--- src/rtl/mem_arbiter.sv ---
// Three-port round-robin arbiter in front of a single-port, fixed-latency memory.
// Each access is serialised as IDLE -> ACCESS -> WAIT (MEM_LAT cycles) -> DONE.
module mem_arbiter #(
  parameter int ADDR_W  = 8,
  parameter int DATA_W  = 4,
  parameter int MEM_LAT = 2
) (
  input  logic                  clk,
  input  logic                  reset,
  input  logic [2:0]            req,
  input  logic [2:0]            we,
  input  logic [3*ADDR_W-1:0]   addr,
  input  logic [3*DATA_W-1:0]   wdata,
  output logic [2:0]            gnt,
  output logic [2:0]            ack,
  output logic [DATA_W-1:0]     rdata,
  output logic                  busy,
  output logic                  mem_en,
  output logic                  mem_we,
  output logic [ADDR_W-1:0]     mem_addr,
  output logic [DATA_W-1:0]     mem_wdata,
  input  logic [DATA_W-1:0]     mem_rdata
);

  // state  | meaning
  // IDLE   | no access; arbitrate among pending requests
  // ACCESS | mem_en strobe with the granted port's request
  // WAIT   | MEM_LAT cycles for read data; capture on the last one
  // DONE   | ack pulse to the granted port
  typedef enum logic [1:0] {IDLE, ACCESS, WAIT, DONE} state_t;

  state_t     state;
  logic [1:0] last_grant;
  logic [1:0] win_q;
  logic [1:0] pick;
  logic [3:0] cnt;

  function automatic logic [1:0] rr_pick(input logic [2:0] r, input logic [1:0] lg);
    logic [1:0] p0, p1, p2;
    p0 = (lg == 2'd0) ? 2'd1 : (lg == 2'd1) ? 2'd2 : 2'd0;
    p1 = (p0 == 2'd2) ? 2'd0 : p0 + 2'd1;
    p2 = (p1 == 2'd2) ? 2'd0 : p1 + 2'd1;
    if (r[p0])      return p0;
    else if (r[p1]) return p1;
    else            return p2;
  endfunction

  always_comb pick = rr_pick(req, last_grant);

  always_ff @(posedge clk or negedge reset) begin
    if (!reset) begin
      state      <= IDLE;
      last_grant <= 2'd2;
      win_q      <= 2'd0;
      cnt        <= 4'd0;
      gnt        <= 3'b000;
      ack        <= 3'b000;
      rdata      <= '0;
      busy       <= 1'b0;
      mem_en     <= 1'b0;
      mem_we     <= 1'b0;
      mem_addr   <= '0;
      mem_wdata  <= '0;
    end else begin
      case (state)
        IDLE: begin
          if (|req) begin
            // The mem_* registers double as the latched request for the access.
            win_q     <= pick;
            mem_we    <= we[pick];
            mem_addr  <= addr[pick*ADDR_W +: ADDR_W];
            mem_wdata <= wdata[pick*DATA_W +: DATA_W];
            mem_en    <= 1'b1;
            gnt       <= 3'b001 << pick;
            busy      <= 1'b1;
            state     <= ACCESS;
          end
        end
        ACCESS: begin
          mem_en     <= 1'b0;
          mem_we     <= 1'b0;
          mem_addr   <= '0;
          mem_wdata  <= '0;
          cnt        <= 4'(MEM_LAT - 1);
          last_grant <= win_q;
          state      <= WAIT;
        end
        WAIT: begin
          if (cnt == 4'd0) begin
            rdata <= mem_rdata;
            ack   <= 3'b001 << win_q;
            state <= DONE;
          end else begin
            cnt <= cnt - 4'd1;
          end
        end
        DONE: begin
          ack   <= 3'b000;
          gnt   <= 3'b000;
          busy  <= 1'b0;
          state <= IDLE;
        end
        default: state <= IDLE;
      endcase
    end
  end

endmodule

--- config.mk ---
export PLATFORM = sky130hd
export DESIGN_NAME = mem_arbiter
export DESIGN_NICKNAME = d
export VERILOG_FILES = /design/src/rtl/mem_arbiter.sv
export SDC_FILE = /design/constraint.sdc
export NUM_CORES = 1
export LEC_CHECK = 0
export ABC_CLOCK_PERIOD_IN_PS = 2800
export CAP_MARGIN = 30
export CORE_ASPECT_RATIO = 0.5
export CORE_MARGIN = 2
export CORE_UTILIZATION = 44
export DETAILED_ROUTE_END_ITERATION = 10
export HOLD_SLACK_MARGIN = 0.03
export PLACE_DENSITY = 0.87
export SYNTH_ARGS = -nofsm -noshare
export SYNTH_HDL_FRONTEND = slang
export SYNTH_SLANG_ARGS = --single-unit
--- constraint.sdc ---
create_clock -name clk -period 2.8 [get_ports clk]
set_clock_uncertainty 0.2 [all_clocks]
set_input_delay 0.84 -clock clk [delete_from_list [all_inputs] [get_ports clk]]
set_output_delay 0.84 -clock clk [all_outputs]
set_load 0.01 [all_outputs]
* Word level (Yosys, flattened, before mapping) *
Cells that the tools add are included.
Widths: inputs -> output; s select.

storage, ports and cells
  register bits = 35
  logic and storage cells = 76
  output and inout port bits = 25

operators by class
  order comparisons = 3
  equality and inequality tests = 9
  shift operators = 4
  $add $sub $neg = 3
  reduce and logical (&&, ||, !) cells = 15
  muxes and demuxes = 30

operators by type and width
  kind                 number
  $shiftx 24x6->8      1
  $mux 2               8
  $pmux 4 s2           2
  $pmux 8 s2           1
  $reduce_and 2->1     7
  $pmux 3 s2           2
  $shiftx 12x5->4      1
  $lt 2x3->1 const B   3
  $eq 2x2->1 const B   4
  $mux 4               2
  $mux 8               1
  $pmux 2 s4           1
  $reduce_bool 2->1    4
  $bmux 1 s2           3
  $mux 3               2
  $ne 2x2->1 const B   3
  $pmux 1 s2           3
  $shl 1x2->3 const A  2
  $mux 1               5
  $add 2x1->2 const B  2
  $eq 2x1->1 const B   2
  $logic_not 2->1      2
  $logic_not 4->1      1
  $sub 4x1->4 const B  1
  $reduce_or 3->1      1

* Longest topological paths before layout *
Gate-level depths: netlist of run 1.

  depth in word-level cells = 13
  mapped depth = 8
  mapped depth without buffers = 6

* Worst setup path after synthesis of run 1 *
Ideal clock, no wire load.

  kind = input-to-reg
  start point = input port req[2]
  end point = register mem_addr[2]
  stages = 6
  data arrival time = 1855 ps
  slack = 664 ps
  required time = 2520 ps
  cell sequence = or4b_1 buf_6 o21ai_4 buf_12 nand2_1 o211ai_2

on the way
  word-level cells in the longest chain between the ends = 7
  elaborated cells between the ends (all ways) = 12
  those cells by class = eq/ne: 1; shift: 1; mux: 8; reduce/logical: 2

RTL lines
  element                       line  text
  from (decl)                   10    input logic [2:0] req,
  $bmux 1 s2                    44    else if (r[p1]) return p1;
  $mux 1 (implied by the code)  44
  $mux 2                        44
  $mux 2                        43    if (r[p0]) return p0;
  $shiftx 24x6->8               71    mem_addr <= addr[pick*ADDR_W +: ADDR_W];
  $mux 8                        67    if (|req) begin
  $pmux 8 s2                    65    case (state)
  to (signal assigned)          71
  to (decl)                     20    output logic [ADDR_W-1:0] mem_addr,

Several ways; a longest one is shown, not always the timed one. The select of a mux whose other input is x is not followed.
A chain may end at the register's enable or synchronous reset.

* Worst setup path after layout of run 1 *
  start point = input port req[0]
  end point = register mem_addr[4]

The elaborated chain is that of the path after synthesis.

==> results of run 1 <==
[state kept, by name, summed over array words and instances, names as in the netlist, 2 cells and up]
signal / count
rdata: 4
mem_addr: 8
gnt: 3
mem_wdata: 4
last_grant: 2
cnt: 4
win_q: 2
state: 2
ack: 3
[Yosys cell counts (all sizes together), types with 2 or more instances]
cell type / number
or2: 2
a22o: 2
nand2b: 2
o22ai: 2
a32o: 2
a21oi: 3
a2bb2oi: 2
mux2: 7
inv: 7
ha: 6
a22oi: 9
dfrtp: 34
o21ai: 16
nor2: 7
nand4: 8
nor2b: 2
o211ai: 8
buf: 7
clkbuf: 5
nand2: 17
a32oi: 10
[layer usage]
| metal | routed length [um] | share of wire | global-route usage |
|---|---|---|---|
| met5 | 0 | 0 | 0 |
| met4 | 79 | 0.016 | 0.0845 |
| met3 | 222 | 0.046 | 0.0487 |
| met2 | 2550 | 0.52 | 0.376 |
| met1 | 2020 | 0.41 | 0.246 |
[critical path, cell delays in order]
cell,delay [ns]
clkdlybuf4s50_1,0.60
o31ai_2,0.11
nor2_1,0.68
a32oi_1,0.26
o21ai_1,0.15
[cell families (layout without fill, tap and decap cells)]
logic type,after synthesis,count (layout),synth area share
AOI/OAI and AO/OA,59,59,0.261
xor gates and xnor gates,1,1,0.00462
adders and majority gates,6,6,0.0396
buffers and inverters,19,97,0.0614
DFF,35,35,0.463
muxes,7,7,0.0416
and+or+nand+nor,45,45,0.129
[final timing paths]
check                      slack [ns]  cells after the start     start            end
max                              0.16                      5    req[0]    mem_addr[4]
min                              0.28                      2    mem_en         mem_en
max reg2reg                      0.42                      6  state[0]    mem_addr[4]
min reg2reg                      0.28                      2    mem_en         mem_en
max in group asynchronous        1.30                      2     reset  last_grant[1]
min in group asynchronous        0.77                      2     reset    mem_addr[5]
[power by group]
| group | leakage [nW] | switching [W] | total (W) | internal, W |
|---|---|---|---|---|
| sequential | 0.447 | 0.000155 | 0.000870 | 0.000715 |
| combinational | 0.670 | 0.000747 | 0.00148 | 0.000731 |
| clock | 0.0482 | 0.000180 | 0.000378 | 0.000198 |
[cell type report]
cell class,count,share of cell area
multi-input cells,118,0.327
well taps,54,0.0245
clock inverters,1,0.00181
inverters,7,0.00953
repair buffers,82,0.288
clock buffers,7,0.0313
flip-flops and latches,35,0.318
[through the flow]
step	cells	setup TNS (ns)
detailed placement	295	-0.349
CTS	303	0
global placement	295	0
floorplan	172	0
global route	304	0
finish	304	0
==> metrics, run 1 <==
initial antenna violation count=0; minimum clock period=between 2 and 3 ns; CP Data Arrival Time=approximately 2.6 ns; Crit. End Element=register; total power=about 0.0027 W; layout cell share with drive strength beyond 1=0.180; commonest non-fill, non-tap cell in the layout=clkdlybuf4s50_1; DRT Wirelength=4870 um; final setup fails=0; # diodes=0; IO Port Bufs=between 70 and 80; CTS root buffer=clkbuf_8; Hold-fix buffers, CTS=0; initial core utilization=0.471; Die Y=~50 um; Worst EP required=between 2 and 3 ns; worst vdd ir=0.000371 V; final hold slack=between 0.2 and 0.3 ns; clock sinks=35; TritonCTS buffer count=5; Async SR Flop Fraction=1.00; site row count=16; vias in the first global route=approximately 1700; Die Area=roughly 4900 um^2; Yosys top cell area share=0.449; worst-skew pair later-pin latency=around 0.29 ns; Core Footprint=just over 4000 um^2; Synth-to-Final Area Change=45.5%; hpwl dp=3640 um; register bit total from synthesis=35; Top FF cell, synth=dfrtp_1; Final nets=approximately 300; Pwr Density=~990 nW/um^2; via count=~1700; Pleak=1.16 nW; GP Congestion=between 0.7 and 0.8; CTS tree=built; Setup CP Type=input port to register; # fillers=slightly above 300; sequential fraction of the synthesis area=0.463; remaining global-route overflow=0; Post-CTS Setup Bufs=0; DP Worst Slack=-0.0628 ns; # DRC=0; final worst slack=approximately 0.16 ns; YS warnings=0; drt wl/cell=16.0 um; Mapped Area=~1900 um^2; max cap viols=0; RSZ-0062 raised after global routing=false; Post-synth EDFFs=0; multi-input logic area=~900 um^2; top cells by area, synth=dfrtp_1 (45%), o211ai_2 (5.3%), a32oi_1 (4.2%), mux2_2 (4.2%), ha_1 (4.0%); global-route wire length before repair=between 8000 and 9000 um; Worst-path clk slew=about 0.070 ns; CP Max Fanout=13; CP Launch Type=input port; crit share post-route=0.943; maximum clock path buffer count=2; fmax=about 380 MHz; final slew viol count=0; Mapped Cells=about 170; Slew HR=0.416; Syn Nets=~230; Post-CTS Resized=0; most frequent cells in the layout=clkdlybuf4s50_1 (72), dfrtp_1 (34), nand2_1 (13); H-tree depth=2; drt pass-1 iters=4; DRT iter0 DRCs=around 130; status=completed; final hold viol count=0; Tightest Hold Check Type=register to register; distinct cell type count after synthesis=44; largest net degree at the start of global routing=36; vias per cell=about 5.6; Total GRT Usage=0.209; fin area=around 2800 um^2; Cell Area, Placed=between 2000 and 3000 um^2; Layout Utilization=0.685; mean post-synth cell area=~11 um^2; Synth area leader=dfrtp_1; Worst-Margin Slew=slightly below 0.9 ns; post-route antenna net violation count=0; number of top-level pins=73; die width=about 97 um; Reg area=approximately 900 um^2
Power figures use the tool's default switching activity.
==> run 2, diff against run 1 <==
Settings changed: CAP_MARGIN 30 to 20, CELL_PAD_IN_SITES_DETAIL_PLACEMENT set to 0, CELL_PAD_IN_SITES_GLOBAL_PLACEMENT set to 1, CORE_UTILIZATION 44 to 33, CTS_BUF_LIST set to sky130_fd_sc_hd__clkbuf_8 sky130_fd_sc_hd__clkbuf_16.
==> run 2 against run 1 <==
Routed wire length up 3.8%; worst setup slack improved by 0.15 ns; die area is 31% higher; sequential power barely moved; clock power is 50% higher; via count is 0.47% higher; design area rose by 3.4%; first-iteration DRC count decreased by 60%; fmax increased by 5.9%; sequential share of layout area is 1.0 points lower; global-route usage fell by 4.5 points; critical path depth did not move; critical path type unchanged.
==> metrics, run 2 (synthesis gave the netlist of run 1 again) <==
Total GRT Usage=0.163 (-0.0451); initial antenna violation count=0 (unchanged); final hold viol count=0 (unchanged); max cap viols=0 (unchanged); maximum clock path buffer count=2 (unchanged); drt pass-1 iters=4 (unchanged); Layout Utilization=0.517 (-0.168); final worst slack=0.307 ns (+0.148 ns); Synth-to-Final Area Change=50.4%; Die Y=57.6 um (+14%); DP Worst Slack=-0.163 ns (-0.101 ns); GP Congestion=0.733 (-1.2%); crit-path max cell delay=0.50 ns (-0.18 ns); largest net degree at the start of global routing=36 (unchanged); CTS tree=built; H-tree depth=2 (unchanged); status=completed; TritonCTS buffer count=5 (unchanged); drt wl/cell=15.7 um (-2.3%); vias in the first global route=1740 (+1.4%); Pwr Density=1030 nW/um^2 (+3.8%); fmax=401 MHz (+5.9%); Largest Register=mem_addr; Reg area=877 um^2 (unchanged); Slew HR=0.556 (+0.140); DRT Wirelength=5060 um (+3.8%); slowest CP cell=clkdlybuf4s50_1; CP Max Fanout=15 (+2); Hold-fix buffers, CTS=0 (unchanged); layout cell share with drive strength beyond 1=0.184 (+0.00400); Die Area=6400 um^2 (+31%); Setup CP Type=input port to register; # DRC=0 (unchanged); vias per cell=5.27 (-5.4%); CP Data Arrival Time=2.44 ns (-0.20 ns); Worst-Margin Slew=0.665 ns (-0.208 ns); Tightest Hold Check Type=register to register; multi-input logic area=905 um^2 (+0.28%); # fillers=501 (+61%); clock sinks=35 (unchanged); Non-Filler Instances=323 (+6.3%); die width=111 um (+15%); DRT iter0 DRCs=52 (-60%); via count=1701 (+0.47%); commonest non-fill, non-tap cell in the layout=clkdlybuf4s50_1; placed insts=315 (+6.8%); crit share post-route=0.890 (-0.0528); final slew viol count=0 (unchanged); CTS root buffer=clkbuf_16; final setup fails=0 (unchanged); initial core utilization=0.344 (-0.127); # diodes=0 (unchanged); Final nets=303 (unchanged); number of top-level pins=73 (unchanged); Top Family by Delay on Critical Path=compound AO/OA/AOI/OAI gates; most frequent cells in the layout=clkdlybuf4s50_1 (72), dfrtp_1 (34), nand2_1 (13); worst-skew pair later-pin latency=0.27 ns (-0.02 ns); max FFs per register=8 (unchanged); remaining global-route overflow=0 (unchanged); Core Footprint=5520 um^2 (+37%); CP Launch Type=input port; worst-path cell chain=clkdlybuf4s50_1, nor2b_1, a211o_1, a32oi_1, o21ai_2; Worst EP required=2.75 ns (-0.05 ns); final hold slack=0.274 ns (-0.00953 ns); Worst-path clk slew=0.05 ns (-0.02 ns); Bufs and invs on worst path=1 (unchanged); worst vdd ir=0.000401 V (+8.1%); site row count=19 (+3); minimum clock period=2.49 ns (-0.148 ns); global-route wire length before repair=8270 um (+3.4%); hpwl dp=3540 um (-2.7%); Crit. End Element=register; RSZ-0062 raised after global routing=false; Pleak=1.20 nW (+2.9%); IO Port Bufs=72 (unchanged); post-route antenna net violation count=0 (unchanged)
-- run 2: timing repair --
action                                  4_1_cts  5_1_grt
gates resized for setup                       0        1
setup buffers                                 0        0
endpoints found under the hold margin         0        0
endpoints found under the setup margin        0       11
-- run 2: cell type report --
class                   count  share of cell area
clock buffers               7              0.0535
repair buffers             82               0.279
well taps                  73              0.0320
inverters                   7             0.00921
flip-flops and latches     35               0.308
multi-input cells         118               0.317
clock inverters             1             0.00132
-- run 2: metal layers --
metal / up-vias / track usage / wire, um
met5: - / 0 / 0
met4: 0 / 0.0423 / 42
met3: 6 / 0.0383 / 215
met2: 43 / 0.294 / 2500
met1: 848 / 0.203 / 2300
li1: 804 / - / -
-- run 2: final timing paths --
kind	startpoint	to	slack, ns	cells past startpoint
max	req[1]	mem_wdata[1]	0.31	5
min	mem_en	mem_en	0.27	2
max reg2reg	state[1]	mem_addr[0]	0.69	6
min reg2reg	mem_en	mem_en	0.27	2
max in group asynchronous	reset	last_grant[1]	1.27	2
min in group asynchronous	reset	mem_en	0.78	2
-- run 2: worst register-to-register path: cells and delay by family, from the launching register on --
kind                     cells  cell delay [ns]
AND/OR/NAND/NOR              1             0.53
buffers and inverters        1             0.13
AO/OA/AOI/OAI                3             0.46
flip-flops                   1             0.41
adder cells (fa/ha/maj)      1             0.30
-- run 2: report_power, final --
group	switching, W	total, W	internal [W]	leakage (nW)
Sequential	0.000151	0.000868	0.000717	0.447
Clock	0.000191	0.000566	0.000375	0.0813
Combinational	0.000763	0.00149	0.000727	0.670
-- run 2: stage by stage --
| stage | setup TNS, ns | area (um^2) | power, W |
|---|---|---|---|
| 5_1_grt | 0 | 2850 | 0.00314 |
| 4_1_cts | 0 | 2850 | 0.00295 |
| 2_1_floorplan | 0 | 1900 | 0.00184 |
| 3_5_place_dp | -1.71 | 2690 | 0.00237 |
| 3_3_place_gp | -0.538 | 2690 | 0.00231 |
| 6_report | 0 | 2850 | 0.00292 |
==> run 3, diff against run 2 <==
Settings changed: ABC_CLOCK_PERIOD_IN_PS 2800 to 3100, CORE_UTILIZATION 33 to 35, PLACE_DENSITY 0.87 to 0.91.
Clock period 2.8 ns to 3.1 ns, I/O delays scaled along.
==> run 3 against run 2 <==
Non-clock buffer count is 1 lower; die area is 5.4% lower; design area is 2.5% lower; sequential power shrank 9.2%; via count is 0.59% lower; count of clock-buffer cells in the layout unchanged; sequential share of layout area up 0.77 points; global-route usage grew 2.0 points; routed wire length increased by 0.75%.
==> metrics, run 3 (synthesis gave the netlist of run 1 again) <==
status=completed; Bufs and invs on worst path=2 (+1); Worst-path clk slew=0.07 ns (+0.02 ns); worst vdd ir=0.000345 V (-14%); minimum clock period=2.73 ns; reg-to-reg startpoint=state[0]; layout cell share with drive strength beyond 1=0.177 (-0.00729); placed insts=310 (-1.6%); Crit. End Element=register; Reg area=877 um^2 (unchanged); final setup fails=0 (unchanged); # diodes=0 (unchanged); # fillers=445 (-11%); vias in the first global route=1752 (+0.69%); CP Max Fanout=13 (-2); Die Y=56.0 um (-2.7%); largest net degree at the start of global routing=36 (unchanged); Critical Path End=mem_wdata[3]; Slew HR=0.340 (-0.216); Die Area=6060 um^2 (-5.4%); CP Data Arrival Time=2.74 ns (+0.30 ns); final hold slack=0.296 ns (+0.0217 ns); RR Endpoint=mem_wdata[3]; initial core utilization=0.374 (+0.0304); clock sinks=35 (unchanged); Synth-to-Final Area Change=46.7%; RSZ-0062 raised after global routing=false; CTS root buffer=clkbuf_8; Tightest Hold Check Type=register to register; most frequent cells in the layout=clkdlybuf4s50_1 (72), dfrtp_1 (34), nand2_1 (13); total power=0.00249 W (-15%); cell count along the critical path=6 (+1); Pleak=1.17 nW (-2.5%); drt pass-1 iters=4 (unchanged); site row count=18 (-1); Post-CTS Resized=0 (unchanged); die width=108 um (-2.8%); via count=1691 (-0.59%); worst-skew pair later-pin latency=0.28 ns (about the same); max FFs per register=8 (unchanged); Worst EP required=3.11 ns (+0.36 ns); remaining global-route overflow=0 (unchanged); worst-path cell chain=clkdlybuf4s50_1, buf_4, o31ai_2, nor2_1, nand4_1, o211ai_2; GP Congestion=0.778 (+6.1%); Worst-Margin Slew=0.986 ns (+0.322 ns); post-route antenna net violation count=0 (unchanged); multi-input logic area=902 um^2 (-0.28%); maximum clock path buffer count=2 (unchanged); Final nets=302 (-0.33%); number of top-level pins=73 (unchanged); initial antenna violation count=0 (unchanged); final slew viol count=0 (unchanged); vias per cell=5.30 (+0.66%); R2R cell count=6 (unchanged); drt wl/cell=16.0 um (+2.0%); max cap viols=0 (unchanged); Total GRT Usage=0.184 (+0.0202); IO Port Bufs=72 (unchanged); Top Family by Delay on Critical Path=simple AND/OR/NAND/NOR gates; DRT Wirelength=5090 um (+0.75%); Setup CP Type=input port to register; DRT iter0 DRCs=99 (+90%); Largest Register=mem_addr; flop2flop setup slack=0.75 ns (+0.06 ns); CTS tree=built; Non-Filler Instances=319 (-1.2%); hpwl dp=3790 um (+7.0%); TritonCTS buffer count=5 (unchanged); CP Launch Type=input port; # DRC=0 (unchanged); commonest non-fill, non-tap cell in the layout=clkdlybuf4s50_1; Critical Path Start=req[2]; Pwr Density=896 nW/um^2 (-13%); slowest CP cell=nor2_1; fmax=between 300 and 400 MHz; Core Footprint=5070 um^2 (-8.1%); Hold-fix buffers, CTS=0 (unchanged); global-route wire length before repair=8650 um (+4.5%); Post-CTS Setup Bufs=0 (unchanged); crit share post-route=0.882; crit-path max cell delay=0.76 ns (+0.26 ns); final hold viol count=0 (unchanged); H-tree depth=2 (unchanged)
==> run 3: final cells by class <==
type | instances | share of cell area
Multi-Input combinational cell | 118 | 0.324
Tap cell | 70 | 0.0315
Clock inverter | 1 | 0.00135
Timing Repair Buffer | 81 | 0.283
Sequential cell | 35 | 0.315
Clock buffer | 7 | 0.0346
Inverter | 7 | 0.00945
==> run 3: metrics by stage <==
step	instance area, um^2	utilization	worst slack, ns	setup TNS [ns]
detailed placement	2670	0.528	0.0958	0
global route	2780	0.549	0.251	0
finish	2780	0.549	0.367	0
floorplan	1900	-	0.874	0
CTS	2770	0.547	0.403	0
global placement	2670	0.526	-0.0865	-0.659
==> run 3: how the worst min path moves through the flow <==
stage                      startpoint           to  slack, ns  cells after the start
final                     mem_addr[2]  mem_addr[2]       0.30                      2
after global routing      mem_addr[2]  mem_addr[2]       0.32                      2
after CTS                 mem_addr[2]  mem_addr[2]       0.30                      2
after detailed placement  mem_addr[2]  mem_addr[2]       0.28                      2
after global placement    mem_addr[6]  mem_addr[6]       0.28                      2
after floorplan                cnt[0]       cnt[0]       0.27                      1
==> run 3: layer usage <==
layer	global-route usage	part of all wire	routed length (um)	vias up
met3	0.0433	0.048	244	7
li1	-	-	-	806
met4	0.0586	0.013	64	0
met2	0.314	0.50	2550	50
met1	0.230	0.44	2230	828
met5	0	0	0	-
==> run 3: where the power goes <==
| group | switching (W) | internal (W) |
|---|---|---|
| sequential | 0.000142 | 0.000646 |
| clock | 0.000162 | 0.000199 |
| combinational | 0.000688 | 0.000655 |
| total | 0.000992 | 0.00150 |
==> run 3: tightest hold or removal path, stage by stage, from the launching register on <==
cell	delay, ns
dfrtp_1	0.34
nand2_1	0.07
o211ai_2	0.05
